**config.mk**
```make
export PLATFORM = sky130hd
export DESIGN_NAME = cordic_sweep_avalon_master
export DESIGN_NICKNAME = d
export VERILOG_FILES = /design/src/rtl/cordic_sweep_pkg.sv /design/src/rtl/sweep_result_fifo.sv /design/src/rtl/cordic_sweep_avalon_master.sv
export SDC_FILE = /design/constraint.sdc
export NUM_CORES = 1
export LEC_CHECK = 0
export CORE_ASPECT_RATIO = 0.7
export CORE_MARGIN = 3
export CORE_UTILIZATION = 55
export DETAILED_ROUTE_END_ITERATION = 6
export GPL_TIMING_DRIVEN = 0
export PLACE_DENSITY = 0.8
export SYNTH_ARGS = -nofsm -noshare
export SYNTH_HDL_FRONTEND = slang
export SYNTH_SLANG_ARGS = --single-unit
```
**constraint.sdc**
```tcl
create_clock -name clock -period 14.1 [get_ports clock]
set_input_delay 4.23 -clock clock [delete_from_list [all_inputs] [get_ports clock]]
set_output_delay 4.23 -clock clock [all_outputs]
set_load 0.05 [all_outputs]
```
**src/rtl/cordic_sweep_pkg.sv**
```systemverilog
// Shared types and constants for the CORDIC sweep Avalon master.
package cordic_sweep_pkg;

  // Sweep sequencer states.
  typedef enum logic [2:0] {
    S_IDLE       = 3'd0,
    S_WAIT_SPACE = 3'd1,
    S_WRITE      = 3'd2,
    S_SETTLE     = 3'd3,
    S_READ       = 3'd4
  } sweep_state_e;

  // Field positions inside the slave read word.
  localparam int SIN_LSB = 0;
  localparam int COS_LSB = 16;

  // Default parameter values.
  localparam int DEF_ANGLE_W    = 12;
  localparam int DEF_SETTLE     = 12;
  localparam int DEF_FIFO_DEPTH = 8;
  localparam int DEF_CNT_W      = 16;

endpackage

```
**src/rtl/sweep_result_fifo.sv**
```systemverilog
// Synchronous show-ahead FIFO holding {index, cos, sin} sweep results.
module sweep_result_fifo #(
  parameter int WIDTH = 40,
  parameter int DEPTH = 8
) (
  input  logic             clock,
  input  logic             resetn,
  input  logic             push_i,
  input  logic [WIDTH-1:0] push_data_i,
  input  logic             pop_i,
  output logic             empty_o,
  output logic             full_o,
  output logic [WIDTH-1:0] head_o
);

  localparam int AW = $clog2(DEPTH);

  logic [WIDTH-1:0] mem_q [DEPTH];
  logic [AW:0]      wr_ptr_q, wr_ptr_d;
  logic [AW:0]      rd_ptr_q, rd_ptr_d;
  logic             do_push_s, do_pop_s;

  // Pointers carry one extra wrap bit so full and empty are distinguishable.
  assign empty_o   = (wr_ptr_q == rd_ptr_q);
  assign full_o    = (wr_ptr_q[AW] != rd_ptr_q[AW]) &&
                     (wr_ptr_q[AW-1:0] == rd_ptr_q[AW-1:0]);
  assign do_push_s = push_i && !full_o;
  assign do_pop_s  = pop_i && !empty_o;
  assign head_o    = mem_q[rd_ptr_q[AW-1:0]];

  // Next pointer values for accepted push/pop.
  always_comb begin
    wr_ptr_d = wr_ptr_q;
    rd_ptr_d = rd_ptr_q;
    if (do_push_s) begin
      wr_ptr_d = wr_ptr_q + (AW+1)'(1);
    end else begin
      wr_ptr_d = wr_ptr_q;
    end
    if (do_pop_s) begin
      rd_ptr_d = rd_ptr_q + (AW+1)'(1);
    end else begin
      rd_ptr_d = rd_ptr_q;
    end
  end

  // Pointer registers; reset empties the FIFO.
  always_ff @(posedge clock or negedge resetn) begin
    if (!resetn) begin
      wr_ptr_q <= {(AW+1){1'b0}};
      rd_ptr_q <= {(AW+1){1'b0}};
    end else begin
      wr_ptr_q <= wr_ptr_d;
      rd_ptr_q <= rd_ptr_d;
    end
  end

  // Storage write; contents are meaningless while empty so no reset is needed.
  always_ff @(posedge clock) begin
    if (do_push_s) begin
      mem_q[wr_ptr_q[AW-1:0]] <= push_data_i;
    end
  end

endmodule

```
**src/rtl/cordic_sweep_avalon_master.sv**
```systemverilog
// Avalon-MM master sweeping angles through a single-register CORDIC slave.
module cordic_sweep_avalon_master
  import cordic_sweep_pkg::*;
#(
  parameter int ANGLE_W    = DEF_ANGLE_W,
  parameter int SETTLE     = DEF_SETTLE,
  parameter int FIFO_DEPTH = DEF_FIFO_DEPTH,
  parameter int CNT_W      = DEF_CNT_W
) (
  input  logic               clock,
  input  logic               resetn,
  input  logic               start,
  input  logic [ANGLE_W-1:0] angle_start,
  input  logic [ANGLE_W-1:0] angle_step,
  input  logic [CNT_W-1:0]   count,
  output logic               busy,
  output logic               done,
  output logic               av_chipselect,
  output logic               av_write,
  output logic               av_read,
  output logic [31:0]        av_writedata,
  input  logic [31:0]        av_readdata,
  input  logic               av_waitrequest,
  output logic               res_valid,
  input  logic               res_ready,
  output logic [ANGLE_W-1:0] res_sin,
  output logic [ANGLE_W-1:0] res_cos,
  output logic [CNT_W-1:0]   res_index
);

  localparam int SCNT_W  = $clog2(SETTLE + 1);
  localparam int ENTRY_W = CNT_W + 2 * ANGLE_W;

  sweep_state_e       state_q, state_d;
  logic [ANGLE_W-1:0] angle_q, angle_d, step_q, step_d;
  logic [CNT_W-1:0]   count_q, count_d, idx_q, idx_d;
  logic [SCNT_W-1:0]  scnt_q, scnt_d;
  logic               busy_q, busy_d, done_q, done_d;
  logic               cs_q, cs_d, wr_q, wr_d, rd_q, rd_d;
  logic [31:0]        wdata_q, wdata_d;
  logic               push_s, pop_s, fifo_empty_s, fifo_full_s, unused_rdata_s;
  logic [ENTRY_W-1:0] push_data_s, head_s;

  assign push_data_s    = {idx_q, av_readdata[COS_LSB +: ANGLE_W], av_readdata[SIN_LSB +: ANGLE_W]};
  assign unused_rdata_s = ^av_readdata;
  assign pop_s          = !fifo_empty_s && res_ready;

  sweep_result_fifo #(.WIDTH(ENTRY_W), .DEPTH(FIFO_DEPTH)) u_fifo (
    .clock       (clock),
    .resetn      (resetn),
    .push_i      (push_s),
    .push_data_i (push_data_s),
    .pop_i       (pop_s),
    .empty_o     (fifo_empty_s),
    .full_o      (fifo_full_s),
    .head_o      (head_s)
  );

  // Stream outputs come straight from FIFO registers, forced to 0 while empty.
  assign res_valid = !fifo_empty_s;
  assign res_sin   = fifo_empty_s ? {ANGLE_W{1'b0}} : head_s[ANGLE_W-1:0];
  assign res_cos   = fifo_empty_s ? {ANGLE_W{1'b0}} : head_s[2*ANGLE_W-1:ANGLE_W];
  assign res_index = fifo_empty_s ? {CNT_W{1'b0}}   : head_s[ENTRY_W-1:2*ANGLE_W];

  assign busy          = busy_q;
  assign done          = done_q;
  assign av_chipselect = cs_q;
  assign av_write      = wr_q;
  assign av_read       = rd_q;
  assign av_writedata  = wdata_q;

  // Next-state, sweep bookkeeping and registered-output decode.
  always_comb begin
    state_d = state_q;
    angle_d = angle_q;
    step_d  = step_q;
    count_d = count_q;
    idx_d   = idx_q;
    scnt_d  = scnt_q;
    done_d  = 1'b0;
    push_s  = 1'b0;
    case (state_q)
      S_IDLE: begin
        if (start && (count != {CNT_W{1'b0}})) begin
          angle_d = angle_start;
          step_d  = angle_step;
          count_d = count;
          idx_d   = {CNT_W{1'b0}};
          state_d = S_WAIT_SPACE;
        end else if (start) begin
          done_d = 1'b1;
        end else begin
          state_d = S_IDLE;
        end
      end
      S_WAIT_SPACE: begin
        // A write is only issued when its result is guaranteed a FIFO slot.
        if (!fifo_full_s) begin
          state_d = S_WRITE;
        end else begin
          state_d = S_WAIT_SPACE;
        end
      end
      S_WRITE: begin
        if (!av_waitrequest) begin
          scnt_d  = SCNT_W'(SETTLE - 1);
          state_d = S_SETTLE;
        end else begin
          state_d = S_WRITE;
        end
      end
      S_SETTLE: begin
        if (scnt_q == {SCNT_W{1'b0}}) begin
          state_d = S_READ;
        end else begin
          scnt_d = scnt_q - SCNT_W'(1);
        end
      end
      S_READ: begin
        if (!av_waitrequest) begin
          push_s = 1'b1;
          if (idx_q == (count_q - CNT_W'(1))) begin
            done_d  = 1'b1;
            state_d = S_IDLE;
          end else begin
            idx_d   = idx_q + CNT_W'(1);
            angle_d = angle_q + step_q;
            state_d = S_WAIT_SPACE;
          end
        end else begin
          state_d = S_READ;
        end
      end
      default: begin
        state_d = S_IDLE;
      end
    endcase
    // Bus and status outputs are decoded from the next state and registered.
    busy_d  = (state_d != S_IDLE);
    wr_d    = (state_d == S_WRITE);
    rd_d    = (state_d == S_READ);
    cs_d    = wr_d || rd_d;
    wdata_d = wr_d ? {{(32-ANGLE_W){1'b0}}, angle_d} : 32'd0;
  end

  // State and output registers; reset abandons any bus cycle in flight.
  always_ff @(posedge clock or negedge resetn) begin
    if (!resetn) begin
      state_q <= S_IDLE;
      angle_q <= {ANGLE_W{1'b0}};
      step_q  <= {ANGLE_W{1'b0}};
      count_q <= {CNT_W{1'b0}};
      idx_q   <= {CNT_W{1'b0}};
      scnt_q  <= {SCNT_W{1'b0}};
      busy_q  <= 1'b0;
      done_q  <= 1'b0;
      cs_q    <= 1'b0;
      wr_q    <= 1'b0;
      rd_q    <= 1'b0;
      wdata_q <= 32'd0;
    end else begin
      state_q <= state_d;
      angle_q <= angle_d;
      step_q  <= step_d;
      count_q <= count_d;
      idx_q   <= idx_d;
      scnt_q  <= scnt_d;
      busy_q  <= busy_d;
      done_q  <= done_d;
      cs_q    <= cs_d;
      wr_q    <= wr_d;
      rd_q    <= rd_d;
      wdata_q <= wdata_d;
    end
  end

endmodule
```
Yosys cells after proc, flatten, opt, wreduce, memory -nomap -nowiden

Memories as Yosys holds them, arrays and structs flattened.
Cells that the tools add are included.

Output and inout bits: 78
Memories: 1
Input port bits: 77
Bits in registers: 88
Memory bits (writable): 320

Reduce and logical (&&, ||, !) cells: 17
Muxes and demuxes: 32
Equality and inequality tests: 15
Add/sub/neg operators: 6

Memory list:

| name         | words | width | read ports | clocked after Yosys merged registers in | wr ports | RTL line                | RTL |
|---|---|---|---|---|---|---|---|
| u_fifo.mem_q | 8     | 40    | 1          | 0                                       | 1        | sweep_result_fifo.sv:18 | `logic [WIDTH-1:0] mem_q [DEPTH];` |

Operators with widths:

| kind                  | number |
|---|---|
| $mux 12               | 6 |
| $mux 16               | 4 |
| $pmux 16 s2           | 1 |
| $pmux 12 s2           | 1 |
| $add 16x1->16 const B | 1 |
| $eq 16x16->1          | 1 |
| $reduce_bool 16->1    | 1 |
| $sub 16x1->16 const B | 1 |
| $pmux 3 s5            | 1 |
| $add 12x12->12        | 1 |
| $mux 3                | 4 |
| $mux 1                | 10 |
| $ne 2x2->1 const B    | 5 |
| $eq 3x2->1 const B    | 3 |
| $add 4x1->4 const B   | 2 |
| $mux 4                | 2 |
| $pmux 4 s2            | 1 |
| $eq 3x3->1 const B    | 2 |
| $logic_and 1x1->1     | 5 |
| $eq 4x4->1            | 1 |
| $logic_not 4->1       | 1 |
| $reduce_and 4->1      | 1 |
| $reduce_bool 2->1     | 2 |
| $sub 4x1->4 const B   | 1 |
| 11 further kinds      | 12 |

Logic depth before layout (Yosys ltp)

Depth in word-level cells: 7
Mapped depth: 15
Depth with buffers taken out: 11

Hierarchy

Synthesis repeated with hierarchy kept, for this count alone.

Cell total of the unflattened synthesis: 1106
Area total of the unflattened synthesis: 17626.9 sq um

Modules (own cells, without submodules):

| module                     | instances | area each (sq um) | sequential area each (sq um) | cells each |
|---|---|---|---|---|
| sweep_result_fifo          | 1         | 12614.6           | 9809.4                       | 521 |
| cordic_sweep_avalon_master | 1         | 5012.3            | 2001.9                       | 585 |

Worst setup path after synthesis

Ideal clock, no wire load.

Kind: input-to-reg
Start: input port av_waitrequest
End: memory u_fifo.mem_q[1][0], enable pin
Stages on the path: 6
Setup time: 495 ps
Data arrival time: 7969 ps
Slack: 5636 ps
Path through: clkbuf_1 -> nor2_1 -> and2_1 -> clkbuf_1 -> nand2b_1 -> nor3b_1

Word-level cells in the longest chain between the ends: 5

Ends and longest elaborated chain:

| item                         | RTL line                          | RTL |
|---|---|---|
| start: declaration           | cordic_sweep_avalon_master.sv:23  | `input logic av_waitrequest,` |
| $mux 1                       | cordic_sweep_avalon_master.sv:120 | `if (!av_waitrequest) begin` |
| $mux 1                       | cordic_sweep_avalon_master.sv:82  | `case (state_q)` |
| $logic_and 1x1->1            | sweep_result_fifo.sv:27           | `assign do_push_s = push_i && !full_o;` |
| $mux 1                       | sweep_result_fifo.sv:60           | `if (do_push_s) begin` |
| $mux 1 (not written as such) | sweep_result_fifo.sv:61           | `mem_q[wr_ptr_q[AW-1:0]] <= push_data_i;` |
| end: declaration             | sweep_result_fifo.sv:18           |  |

Every way passes these cells.

Final worst setup path

Start: register u_fifo.wr_ptr_q[1]
End: output port res_index[5]

Word-level cells in the longest chain between the ends: 2

Ends and longest elaborated chain:

| item                     | RTL line                         | RTL |
|---|---|---|
| start: declaration       | sweep_result_fifo.sv:19          | `logic [AW:0] wr_ptr_q, wr_ptr_d;` |
| start signal: assignment | sweep_result_fifo.sv:50          | `wr_ptr_q <= {(AW+1){1'b0}};` |
| start signal: assignment | sweep_result_fifo.sv:53          | `wr_ptr_q <= wr_ptr_d;` |
| $eq 4x4->1               | sweep_result_fifo.sv:24          | `assign empty_o = (wr_ptr_q == rd_ptr_q);` |
| $mux 16                  | cordic_sweep_avalon_master.sv:63 | `assign res_index = fifo_empty_s ? {CNT_W{1'b0}} : head_s[ENTRY_W-1:2*ANGLE_W];` |
| end: declaration         | cordic_sweep_avalon_master.sv:28 | `output logic [CNT_W-1:0] res_index` |

Every way passes these cells.

==> impl_metrics.yaml <==
outcome:
  status: "complete, no violations"
clock_tree:
  cts-resized-gates: 0
  holdBufCountCts: 0
  clock_latency_ns: 0.53
  cts_buffers: 39
  cts_setup_buffers: 0
  root_buffer: "clkbuf_16"
  h-tree-depth: 2
  cts.clk_slew.worst_paths_ns: 0.06
  cts_tree: "yes"
  cts.sinks: 408
  clockBufferDepth: 3
finish:
  fin_nets: 1432
  drive_above_1_share_pct: 15.70
  syn2layout_area_growth_pct: 19.42
  n_antenna_cell: 0
synthesis:
  yosysMostFrequentCell: "edfxtp_1"
  ys.flop_type: "edfxtp_1"
  yosysWarnings: 0
  synth_seq_cells: 408
  ys_top_cells_by_area: "edfxtp_1 55%, dfrtp_1 13%, mux4_2 10%"
  synth-edff-count: 320
  yosysTopAreaCell: "edfxtp_1"
  syn_inst: 1127
  ys_seq_area_share_pct: 67.72
  avgSynthCellArea_sq_um: 15.48
  synthDistinctLibCells: 65
  async_flop_share_pct: 21.57
  synth_commonest_cells: "320 x edfxtp_1, 121 x nand2_1, 95 x nor2_1, 88 x dfrtp_1, 81 x mux4_2"
  synth_area_sq_um: 17440
  yosysTopAreaCellShare_pct: 55.10
worst_hold_path:
  min_from: "u_fifo.rd_ptr_q[3]"
  worstHoldPathCells: 1
  hp-class: "reg -> reg"
power_and_ir_drop:
  powerDensity_nw_per_um2: 204.5
  p_leak_nw: 7.621
  ir_drop_mv: 0.1643
global_routing:
  grt_pass1_wl_mm: 62.10
  grt_usage_pct: 24.15
  antenna_found_initial: 0
  overflow: 0
  grt_max_degree: 64
  grt_pass1_vias: 10700
drt:
  num_vias: 10660
  drc: 0
  post_drt_via_cell_ratio: 6.003
  finalWirelength_mm: 40.09
  dr.pass1.iters: 6
  routedWlPerCell_um: 22.59
  ant_nets: 0
  drtIter0Drc: 1324
setup_path:
  r2r_cells: 10
  crit_type: "reg -> out"
  cp_data_arrival_time_ns: 4.08
  setup.worst_path.start_class: "flop"
  crit_path_end_kind: "primary output"
  cp_max_fo: 10
  crit_path_start: "u_fifo.wr_ptr_q[1]"
  required_ns: 9.87
  regToRegStartpoint: "state_q[0]"
sta:
  skew_ns: 0.02094
  layout_setup_ws_ns: 5.789
  hold_viol: 0
  rsz0062_at_grt: "no"
  max_freq_mhz: 120.3
  period_share_pct: 58.94
  setup_tns_ns: 0
  worstMarginPinSlew_ns: 1.029
  maxSlewHeadroom_pct: 30.87
  timing.final.crit_period_ns: 8.311
  setup_viol: 0
  finalMaxSlewViolations: 0
floorplan:
  die_y_um: 155.0
  std_cell_rows: 53
  dieArea_sq_um: 33920
  ios: 155
  die_width_um: 218.8
  core_area_sq_um: 30640
  initial_core_util_pct: 56.93
placement:
  hpwl_mm: 27.04
  gp_congestion: 0.9132
  dp_worst_setup_slack_ns: 6.406
  io_buffers: 125
run:
  drv_cap: 0
worst paths after layout:
check / end / slack, ns
worst min register to register: u_fifo.rd_ptr_q[3] / 0.49
worst max register to register: u_fifo.mem_q[1][33] / 10.10
worst min-delay path: u_fifo.rd_ptr_q[3] / 0.49
worst max-delay path: res_index[5] / 5.79
min in group asynchronous: idx_q[13] / 3.62
max in group asynchronous: av_writedata[3] / 9.84
cells in the final DEF (no fill, tap or decap), drive strengths merged, types with 3 or more instances in the layout:
cell,count
conb,20
a31oi,9
mux2i,52
a211oi,4
mux2,3
nor3,17
nand2b,4
ha,17
o22ai,3
buf,67
nand2,121
a21oi,27
xor2,15
clkbuf,87
nor2,95
clkdlybuf4s50,124
a22oi,11
dfrtp,88
nand3b,5
nor4b,4
nand4,13
nor4,12
and3,9
nand3,12
xnor2,30
inv,20
clkinv,13
bufinv,3
nor2b,5
a21o,3
edfxtp,320
and2,3
a31o,3
o21ai,30
mux4,81
o211ai,3
or2,8
area by class of cell:
type                       count  area [sq um]
sequential                   408         11810
fill                        1976          9809
multi-input combinational    641          5279
timing repair buffer         150          1579
clock buffer                  51          1021
tap                          412         515.5
buffer                        77         396.6
clock inverter                16         150.1
inverter                      20         75.07
registers in the layout, indices dropped and copies added (netlist names):
| name | cells |
|---|---|
| av_writedata | 12 |
| av_read | 1 |
| av_chipselect | 1 |
| state_q | 3 |
| scnt_q | 4 |
| done | 1 |
| u_fifo.wr_ptr_q | 4 |
| count_q | 16 |
| u_fifo.rd_ptr_q | 4 |
| step_q | 12 |
| angle_q | 12 |
| u_fifo.mem_q | 320 |
| av_write | 1 |
| idx_q | 16 |
| busy | 1 |
where the power goes:
group	internal, mW	leakage, nW	switching (mW)
Sequential	1.38	4.00	0.0890
Clock	0.564	0.572	0.417
Combinational	0.699	3.05	1.11
per-layer routing:
layer	up-vias	wire length (um)	global-route usage, %
met5	-	0	0
met4	0	752	6.290
met3	64	3701	5.271
met2	592	19100	37.44
met1	5325	16530	35.42
li1	4675	-	-
worst max-delay path, cell delays in order, from the launching register on:
cell	delay (ns)
dfrtp_1	0.36
clkbuf_1	0.36
xor2_1	0.15
nor4_1	0.83
buf_2	0.30
clkbuf_1	0.56
nor2_1	0.24
clkdlybuf4s50_1	0.76
through the flow:
stage	util, %	power (mW)	hold slack, ns	cells	area (sq um)
final	67.98	4.259	0.4870	1775	20830
after global routing	67.98	4.462	0.4973	1775	20830
after CTS	67.98	4.272	0.4876	1775	20830
after detailed placement	64.16	3.284	0.4796	1708	19660
after global placement	62.93	3.241	0.4729	1683	19280
after floorplan	-	2.746	0.4497	1146	17510
cells by family (layout without fill, tap and decap cells):
group	Yosys count	in the layout	share of synthesized area, %
fa+ha+maj	18	18	1.334
other cells	1	20	0.02150
compound gates	107	107	3.924
xor+xnor	45	45	2.260
mux	136	136	13.64
simple gates	315	315	8.394
flops	408	408	67.72
buf+inv	97	314	2.705
(Power assumes the default switching activity.)
